[src/rtl/mem_stage_if.sv]
// Data-memory request/acknowledge bus between the MEM stage and data memory.
//   o_dmem_req   : access request, held until ack or abort
//   o_dmem_we    : 1 = store, 0 = load
//   o_dmem_addr  : word-aligned address
//   o_dmem_wdata : store data
//   i_dmem_ack   : access completes this cycle
//   i_dmem_rdata : load data, valid with ack
// master = MEM stage side, slave = memory side.
interface mem_stage_if;
    logic        o_dmem_req;
    logic        o_dmem_we;
    logic [31:0] o_dmem_addr;
    logic [31:0] o_dmem_wdata;
    logic        i_dmem_ack;
    logic [31:0] i_dmem_rdata;

    modport master (
        output o_dmem_req, o_dmem_we, o_dmem_addr, o_dmem_wdata,
        input  i_dmem_ack, i_dmem_rdata
    );

    modport slave (
        input  o_dmem_req, o_dmem_we, o_dmem_addr, o_dmem_wdata,
        output i_dmem_ack, i_dmem_rdata
    );
endinterface

[src/rtl/mem_stage.sv]
// MIPS MEM stage: EX/MEM pipeline register, word load/store over a req/ack
// data-memory bus with timeout, upstream stall, registered MEM/WB bundle.
// Ports:
//   clk, nrst            : clock, synchronous active-high reset
//   i_MEM_* / i_WB_*     : bundle from EX (captured when o_stall = 0)
//   o_stall              : upstream must hold its bundle this cycle
//   dmem                 : data-memory bus (master side)
//   o_WB_*               : registered bundle to writeback
//   o_MEM_exc(_code)     : one-cycle exception pulse, 01 ovf / 10 misaligned / 11 timeout
module mem_stage #(
    parameter int TIMEOUT = 16
) (
    input  logic        clk,
    input  logic        nrst,
    input  logic        i_MEM_valid,
    input  logic [31:0] i_MEM_data_ALUOut,
    input  logic        i_MEM_data_Overflow,
    input  logic [31:0] i_MEM_data_RTData,
    input  logic        i_MEM_ctrl_MemRead,
    input  logic        i_MEM_ctrl_MemWrite,
    input  logic [4:0]  i_WB_data_RegAddrW,
    input  logic        i_WB_ctrl_Mem2Reg,
    input  logic        i_WB_ctrl_RegWrite,
    output logic        o_stall,
    mem_stage_if.master dmem,
    output logic        o_WB_valid,
    output logic [4:0]  o_WB_data_RegAddrW,
    output logic [31:0] o_WB_data_WData,
    output logic        o_WB_ctrl_RegWrite,
    output logic        o_MEM_exc,
    output logic [1:0]  o_MEM_exc_code
);
    localparam int CW = $clog2(TIMEOUT + 1);

    typedef enum logic {RUN, WAIT} state_t;

    // EX/MEM register
    logic        ex_valid, ex_ovf, ex_mem_read, ex_mem_write, ex_mem2reg, ex_reg_write;
    logic [31:0] ex_alu_out, ex_rt_data;
    logic [4:0]  ex_reg_addr;

    always_ff @(posedge clk) begin
        if (nrst) begin
            ex_valid     <= 1'b0;
            ex_ovf       <= 1'b0;
            ex_mem_read  <= 1'b0;
            ex_mem_write <= 1'b0;
            ex_mem2reg   <= 1'b0;
            ex_reg_write <= 1'b0;
            ex_alu_out   <= '0;
            ex_rt_data   <= '0;
            ex_reg_addr  <= '0;
        end else if (!o_stall) begin
            ex_valid     <= i_MEM_valid;
            ex_ovf       <= i_MEM_data_Overflow;
            ex_mem_read  <= i_MEM_ctrl_MemRead;
            ex_mem_write <= i_MEM_ctrl_MemWrite;
            ex_mem2reg   <= i_WB_ctrl_Mem2Reg;
            ex_reg_write <= i_WB_ctrl_RegWrite;
            ex_alu_out   <= i_MEM_data_ALUOut;
            ex_rt_data   <= i_MEM_data_RTData;
            ex_reg_addr  <= i_WB_data_RegAddrW;
        end
    end

    // Classification of the held instruction; overflow takes priority.
    logic is_access, is_ovf, is_misal, is_mem, is_alu, is_exc;

    assign is_access = ex_mem_read | ex_mem_write;
    assign is_ovf    = ex_valid & ex_ovf;
    assign is_misal  = ex_valid & ~ex_ovf & is_access & (ex_alu_out[1:0] != 2'b00);
    assign is_mem    = ex_valid & ~ex_ovf & is_access & (ex_alu_out[1:0] == 2'b00);
    assign is_alu    = ex_valid & ~ex_ovf & ~is_access;
    assign is_exc    = is_ovf | is_misal;

    // Memory handshake
    state_t        state, state_nxt;
    logic [CW-1:0] cnt, cnt_nxt;
    logic          req, ack, abort;

    assign req   = is_mem;
    assign ack   = req & dmem.i_dmem_ack;       // ack without req is ignored
    // cnt holds the number of earlier unacked req cycles, so cnt == TIMEOUT-1
    // marks the TIMEOUT-th req cycle. Ack in that same cycle wins.
    assign abort = req & ~ack & (cnt == CW'(TIMEOUT - 1));

    assign o_stall           = req & ~ack & ~abort;
    assign dmem.o_dmem_req   = req;
    assign dmem.o_dmem_we    = req & ex_mem_write;
    assign dmem.o_dmem_addr  = req ? ex_alu_out : '0;
    assign dmem.o_dmem_wdata = req ? ex_rt_data : '0;

    always_ff @(posedge clk) begin
        if (nrst) begin
            state <= RUN;
            cnt   <= '0;
        end else begin
            state <= state_nxt;
            cnt   <= cnt_nxt;
        end
    end

    always_comb begin
        state_nxt = state;
        cnt_nxt   = cnt;
        case (state)
            RUN: begin
                cnt_nxt = '0;
                if (o_stall) begin
                    state_nxt = WAIT;
                    cnt_nxt   = CW'(1);
                end
            end
            WAIT: begin
                if (ack || abort || !req) begin
                    state_nxt = RUN;
                    cnt_nxt   = '0;
                end else begin
                    cnt_nxt = cnt + CW'(1);
                end
            end
            default: begin
                state_nxt = RUN;
                cnt_nxt   = '0;
            end
        endcase
    end

    // MEM/WB register: a bubble unless the held instruction retires this edge.
    always_ff @(posedge clk) begin
        if (nrst) begin
            o_WB_valid         <= 1'b0;
            o_WB_data_RegAddrW <= '0;
            o_WB_data_WData    <= '0;
            o_WB_ctrl_RegWrite <= 1'b0;
            o_MEM_exc          <= 1'b0;
            o_MEM_exc_code     <= 2'b00;
        end else begin
            o_WB_valid         <= 1'b0;
            o_WB_data_RegAddrW <= '0;
            o_WB_data_WData    <= '0;
            o_WB_ctrl_RegWrite <= 1'b0;
            o_MEM_exc          <= 1'b0;
            o_MEM_exc_code     <= 2'b00;
            if (is_alu) begin
                o_WB_valid         <= 1'b1;
                o_WB_data_RegAddrW <= ex_reg_addr;
                o_WB_data_WData    <= ex_alu_out;
                o_WB_ctrl_RegWrite <= ex_reg_write;
            end else if (is_exc) begin
                o_WB_valid         <= 1'b1;
                o_WB_data_RegAddrW <= ex_reg_addr;
                o_WB_data_WData    <= ex_alu_out;
                o_MEM_exc          <= 1'b1;
                o_MEM_exc_code     <= is_ovf ? 2'b01 : 2'b10;
            end else if (ack) begin
                o_WB_valid         <= 1'b1;
                o_WB_data_RegAddrW <= ex_reg_addr;
                o_WB_data_WData    <= ex_mem2reg ? dmem.i_dmem_rdata : ex_alu_out;
                o_WB_ctrl_RegWrite <= ex_reg_write & ~ex_mem_write;
            end else if (abort) begin
                o_WB_valid         <= 1'b1;
                o_WB_data_RegAddrW <= ex_reg_addr;
                o_WB_data_WData    <= ex_alu_out;
                o_MEM_exc          <= 1'b1;
                o_MEM_exc_code     <= 2'b11;
            end
        end
    end
endmodule
[src/flat_wrapper.sv]
// flat-port wrapper written by rule: the top's interface ports become plain ports
module mem_stage_flat 
#(
    parameter int TIMEOUT = 16
)
  (clk, nrst, i_MEM_valid, i_MEM_data_ALUOut, i_MEM_data_Overflow, i_MEM_data_RTData, i_MEM_ctrl_MemRead, i_MEM_ctrl_MemWrite, i_WB_data_RegAddrW, i_WB_ctrl_Mem2Reg, i_WB_ctrl_RegWrite, o_stall, o_WB_valid, o_WB_data_RegAddrW, o_WB_data_WData, o_WB_ctrl_RegWrite, o_MEM_exc, o_MEM_exc_code, dmem_o_dmem_req, dmem_o_dmem_we, dmem_o_dmem_addr, dmem_o_dmem_wdata, dmem_i_dmem_ack, dmem_i_dmem_rdata);
  mem_stage_if dmem_i ();
  input  logic clk;
  input  logic nrst;
  input  logic i_MEM_valid;
  input  logic [31:0] i_MEM_data_ALUOut;
  input  logic i_MEM_data_Overflow;
  input  logic [31:0] i_MEM_data_RTData;
  input  logic i_MEM_ctrl_MemRead;
  input  logic i_MEM_ctrl_MemWrite;
  input  logic [4:0] i_WB_data_RegAddrW;
  input  logic i_WB_ctrl_Mem2Reg;
  input  logic i_WB_ctrl_RegWrite;
  output logic o_stall;
  output logic o_WB_valid;
  output logic [4:0] o_WB_data_RegAddrW;
  output logic [31:0] o_WB_data_WData;
  output logic o_WB_ctrl_RegWrite;
  output logic o_MEM_exc;
  output logic [1:0] o_MEM_exc_code;
  output wire logic [$bits(dmem_i.o_dmem_req)-1:0] dmem_o_dmem_req;
  output wire logic [$bits(dmem_i.o_dmem_we)-1:0] dmem_o_dmem_we;
  output wire logic [$bits(dmem_i.o_dmem_addr)-1:0] dmem_o_dmem_addr;
  output wire logic [$bits(dmem_i.o_dmem_wdata)-1:0] dmem_o_dmem_wdata;
  input wire logic [$bits(dmem_i.i_dmem_ack)-1:0] dmem_i_dmem_ack;
  input wire logic [$bits(dmem_i.i_dmem_rdata)-1:0] dmem_i_dmem_rdata;
  assign dmem_o_dmem_req = dmem_i.o_dmem_req;
  assign dmem_o_dmem_we = dmem_i.o_dmem_we;
  assign dmem_o_dmem_addr = dmem_i.o_dmem_addr;
  assign dmem_o_dmem_wdata = dmem_i.o_dmem_wdata;
  assign dmem_i.i_dmem_ack = dmem_i_dmem_ack;
  assign dmem_i.i_dmem_rdata = dmem_i_dmem_rdata;
  mem_stage #(.TIMEOUT(TIMEOUT)) u_core (.clk(clk), .nrst(nrst), .i_MEM_valid(i_MEM_valid), .i_MEM_data_ALUOut(i_MEM_data_ALUOut), .i_MEM_data_Overflow(i_MEM_data_Overflow), .i_MEM_data_RTData(i_MEM_data_RTData), .i_MEM_ctrl_MemRead(i_MEM_ctrl_MemRead), .i_MEM_ctrl_MemWrite(i_MEM_ctrl_MemWrite), .i_WB_data_RegAddrW(i_WB_data_RegAddrW), .i_WB_ctrl_Mem2Reg(i_WB_ctrl_Mem2Reg), .i_WB_ctrl_RegWrite(i_WB_ctrl_RegWrite), .o_stall(o_stall), .dmem(dmem_i), .o_WB_valid(o_WB_valid), .o_WB_data_RegAddrW(o_WB_data_RegAddrW), .o_WB_data_WData(o_WB_data_WData), .o_WB_ctrl_RegWrite(o_WB_ctrl_RegWrite), .o_MEM_exc(o_MEM_exc), .o_MEM_exc_code(o_MEM_exc_code));
endmodule
[config.mk]
export PLATFORM = sky130hd
export DESIGN_NAME = mem_stage_flat
export DESIGN_NICKNAME = d
export VERILOG_FILES = /design/src/rtl/mem_stage_if.sv /design/src/rtl/mem_stage.sv /design/src/flat_wrapper.sv
export SDC_FILE = /design/constraint.sdc
export NUM_CORES = 1
export LEC_CHECK = 0
export ABC_AREA = 1
export BUFFER_PORTS_ARGS = -buffer_cell sky130_fd_sc_hd__buf_2
export CAP_MARGIN = 30
export CORE_MARGIN = 10
export CORE_UTILIZATION = 40
export CTS_CLUSTER_SIZE = 16
export DETAILED_ROUTE_END_ITERATION = 6
export GPL_TIMING_DRIVEN = 0
export PLACE_DENSITY = 0.67
export SETUP_SLACK_MARGIN = 0.3
export SLEW_MARGIN = 20
export SYNTH_ARGS = -nofsm -noshare
export SYNTH_HDL_FRONTEND = slang
export SYNTH_SLANG_ARGS = --single-unit
[constraint.sdc]
create_clock -name clk -period 1.9 [get_ports clk]
set_input_delay 0.095 -clock clk [delete_from_list [all_inputs] [get_ports clk]]
set_output_delay 0.095 -clock clk [all_outputs]
set_load 0.02 [all_outputs]
==> summary.md <==
| Metric | Value |
|---|---|
| Pins over their slew limit | 0 |
| Min cycle time layout | 1.88 ns |
| First-pass GRT wire length | 32.6 mm |
| Worst slack at placement | 0.0974 ns |
| Path category of the worst min-delay check | in -> reg |
| Clock sinks | 123 |
| Instance count of the mapped netlist | between 800 and 900 |
| Synth warn | 0 |
| Pwr per Cell Area | 728 nW/um^2 |
| Number of placed I/O pins | roughly 220 |
| Endpoint of the worst-slack reg-to-reg timing path | u_core.ex_rt_data[7] |
| Number of detailed-routing iterations run before antenna repair | 5 |
| Endpoint arrival time on the critical path | 2.22 ns |
| Gr ovfl total | 0 |
| Post-route DRC | 0 |
| Net count of the finished layout | roughly 1400 |
| Total Routing Usage GR | 0.208 |
| Total design power | 0.00747 W |
| Area after detailed placement | 6990 um^2 |
| CP max FO | 5 |
| Clock transition time at the flip-flop clock pins of the worst setup and hold paths | approximately 0.06 ns |
| Number of H-tree levels | 4 |
| Endpoints failing hold | 0 |
| Share of the cycle needed by the critical path after routing | 0.987 |
| Outcome | completed |
| Net Sw Power | 0.00189 W |
| Floorplan die area | 19200 um^2 |
| Setup ws final | around 0.025 ns |
| Cell leakage power | 5.37 nW |
| Routed Wire Length | 22.7 mm |
| Area growth, synth to finish | 82.1% |
| Die height | 139 um |
| Clock latency on the worst-skew pair | around 0.42 ns |
| Clock skew after layout | roughly 0.0084 ns |
| Placed cells | 1290 |
| Number of input and output port buffers inserted | 216 |
| Area of the mapped netlist | 5630 um^2 |
| Worst VDD drop | 0.525 mV |
| Worst setup path category | reg -> reg |
| Final setup vio count | 0 |
| Int Pwr | 0.00558 W |
| Startpoint class of the critical path | flop |
| Max Cap Viol | 0 |
| Routed via count | about 6700 |
| DP Wirelength | between 10 and 15 mm |
| Sort of element at the end of the critical path | flop |
| Transition time at the pin with the least slew margin | 0.667 ns |
| CTS tree | done |
| Worst reg2reg setup slack | between 0.02 and 0.025 ns |
| Beginning of the worst register-to-register path | u_core.cnt[1] |
| RSZ-0062 raised after global routing | true |
| GPL Wtd Cong | 0.832 |
| Proportion of layout cells with a drive suffix above 1 | 0.369 |
| Hold Path End | u_core.ex_alu_out[14] |
| Die boundary width | approximately 140 um |
| Worst reg-to-reg path cell count | 9 |
| Initial Utilization | 0.407 |
| Number of antenna violations at the first check in global routing | 2 |
| Number of placement rows | 43 |
| Buffer levels on the longest clock path | 2 |
| Via count of the first global-routing pass | ~6400 |
| Post-route antenna net violation count | 0 |
| Worst Hold Launch | i_MEM_data_ALUOut[14] |
| Clock Tree Root | sky130_fd_sc_hd__clkbuf_16 |
| Num CTS Buffers | 17 |
| Final Hold Slack | 0.0129 ns |
| Maximum number of pins on one net before global-route repair | 17 |
| Maximum frequency from static timing analysis | between 500 and 600 MHz |
| Switching Share | 0.253 |
| Drt first-iter violations | 326 |
| Cell area after layout | just over 10000 um^2 |
| Sequential Power Share | 0.377 |
| Standard cell core area | 13800 um^2 |
| Number of vias per cell | 4.69 |
| Flip-flop and latch count after synthesis | 123 |
| Number of distinct library cells after synthesis | 26 |
| Worst path required time | 2.24 ns |
| # fillers | 1028 |
| Final standard cell count with taps included and fillers excluded | 1432 |
| Routed len/inst | 15.9 um |
| Fraction of the yosys area taken by sequential cells | 0.437 |
| Average instance area after synthesis | 6.31 um^2 |
| Rel. slew slack | 0.555 |
| Relative contribution of combinational cells to total power | 0.158 |
| Worst hold path stage count | 5 |
| Clock network power share | 0.465 |
layer usage:
| layer | part of all wire | track usage | vias up |
|---|---|---|---|
| li1 | - | - | 3322 |
| met1 | 0.38 | 0.234 | 3080 |
| met2 | 0.51 | 0.352 | 267 |
| met3 | 0.080 | 0.0729 | 51 |
| met4 | 0.029 | 0.0818 | 2 |
| met5 | 0.00062 | 0 | - |
cells in the mapped netlist (all sizes together):
master  number  area [um^2]
a21oi        5         25.0
nand2      226          858
xor2         1         8.76
nand3       69          345
o211ai       1         12.5
nor2       221          842
nor3         1         16.3
conb         1         3.75
dfxtp      123         2460
and3         1         6.26
nand4        1         6.26
ha           2         25.0
xnor2        1         8.76
o21a         1         7.51
clkbuf      20         75.1
inv        156          586
buf         32          189
o21ai       31          155
kinds of logic after synthesis:
kind of cell             after synthesis  share of synthesized area
XOR/XNOR                               2                    0.00311
adder cells (fa/ha/maj)                2                    0.00444
AND/OR/NAND/NOR                      519                      0.368
AO/OA/AOI/OAI                         38                     0.0355
other                                  1                   0.000666
buffers and inverters                208                      0.151
flip-flops                           123                      0.437
power by group through the flow:
stage                     sequential, W  clock (W)  combinational, W
after floorplan                 0.00286          0          0.000437
final                           0.00281    0.00347           0.00118
after detailed placement        0.00284          0          0.000738
after global routing            0.00283    0.00363           0.00128
after global placement          0.00284          0          0.000733
after CTS                       0.00280    0.00350          0.000998
layout by cell type (no fill, tap or decap), types with 40 or more instances in the layout:
| cell | instances |
|---|---|
| sky130_fd_sc_hd__nor2_1 | 119 |
| sky130_fd_sc_hd__nand3_1 | 68 |
| sky130_fd_sc_hd__dfxtp_1 | 117 |
| sky130_fd_sc_hd__buf_2 | 154 |
| sky130_fd_sc_hd__nor2_4 | 62 |
| sky130_fd_sc_hd__buf_6 | 67 |
| sky130_fd_sc_hd__nor2_2 | 40 |
| sky130_fd_sc_hd__dlygate4sd3_1 | 76 |
| sky130_fd_sc_hd__inv_1 | 152 |
| sky130_fd_sc_hd__nand2_1 | 194 |
sequential cells by signal, indices dropped and copies added, names as in the netlist, 2 cells and up:
name,cells
u_core.ex_alu_out,32
u_core.o_WB_data_WData,32
u_core.ex_reg_addr,5
u_core.cnt,5
u_core.ex_rt_data,32
u_core.o_WB_data_RegAddrW,5
u_core.o_MEM_exc_code,2
how the worst max path moves through the flow:
stage                        startpoint                          to  slack [ns]  depth (start not counted)
after floorplan           u_core.cnt[1]       u_core.ex_alu_out[29]        0.30                          9
after global placement             nrst  u_core.o_WB_data_WData[30]        0.12                          6
after detailed placement           nrst  u_core.o_WB_data_WData[30]         0.1                          6
after CTS                 u_core.ex_ovf         dmem_o_dmem_addr[3]         0.1                          8
after global routing      u_core.cnt[1]        u_core.ex_rt_data[7]       -0.05                          9
final                     u_core.cnt[1]        u_core.ex_rt_data[7]        0.02                          9
critical path: stages, from the launching register on:
cell and delay [ns]:
sky130_fd_sc_hd__dfxtp_2 0.33, sky130_fd_sc_hd__ha_4 0.16, sky130_fd_sc_hd__and3_4 0.15, sky130_fd_sc_hd__ha_4 0.17
sky130_fd_sc_hd__o211ai_4 0.24, sky130_fd_sc_hd__nand2_4 0.15, sky130_fd_sc_hd__bufbuf_16 0.30, sky130_fd_sc_hd__nand2_1 0.09
sky130_fd_sc_hd__nand2_1 0.08, sky130_fd_sc_hd__nor2_1 0.14
cell type report:
| cell class | instances | area [um^2] | area share |
|---|---|---|---|
| Clock inverter | 7 | 135 | 0.0132 |
| Tap cell | 180 | 225 | 0.0220 |
| Antenna cell | 1 | 2.50 | 0.000244 |
| Multi-Input combinational cell | 564 | 3070 | 0.299 |
| Clock buffer | 25 | 495 | 0.0483 |
| Buffer | 52 | 536 | 0.0522 |
| Timing Repair Buffer | 324 | 2720 | 0.266 |
| Inverter | 156 | 593 | 0.0578 |
| Sequential cell | 123 | 2470 | 0.241 |
through the flow:
step           setup TNS (ns)  utilization
2_1_floorplan               0            -
3_3_place_gp                0        0.506
3_5_place_dp                0        0.506
4_1_cts                     0        0.676
5_1_grt               -0.0499        0.742
6_report                    0        0.742
repair_timing:
action / 4_1_cts / 5_1_grt
hold buffers: 76 / 0
pin swaps: 19 / 35
endpoints found under the hold margin: 75 / 0
cloned: 9 / 6
buffers inserted: 10 / 8
resized for setup: 220 / 205
setup endpoints to repair: 168 / 176
Power figures use the tool's default switching activity.
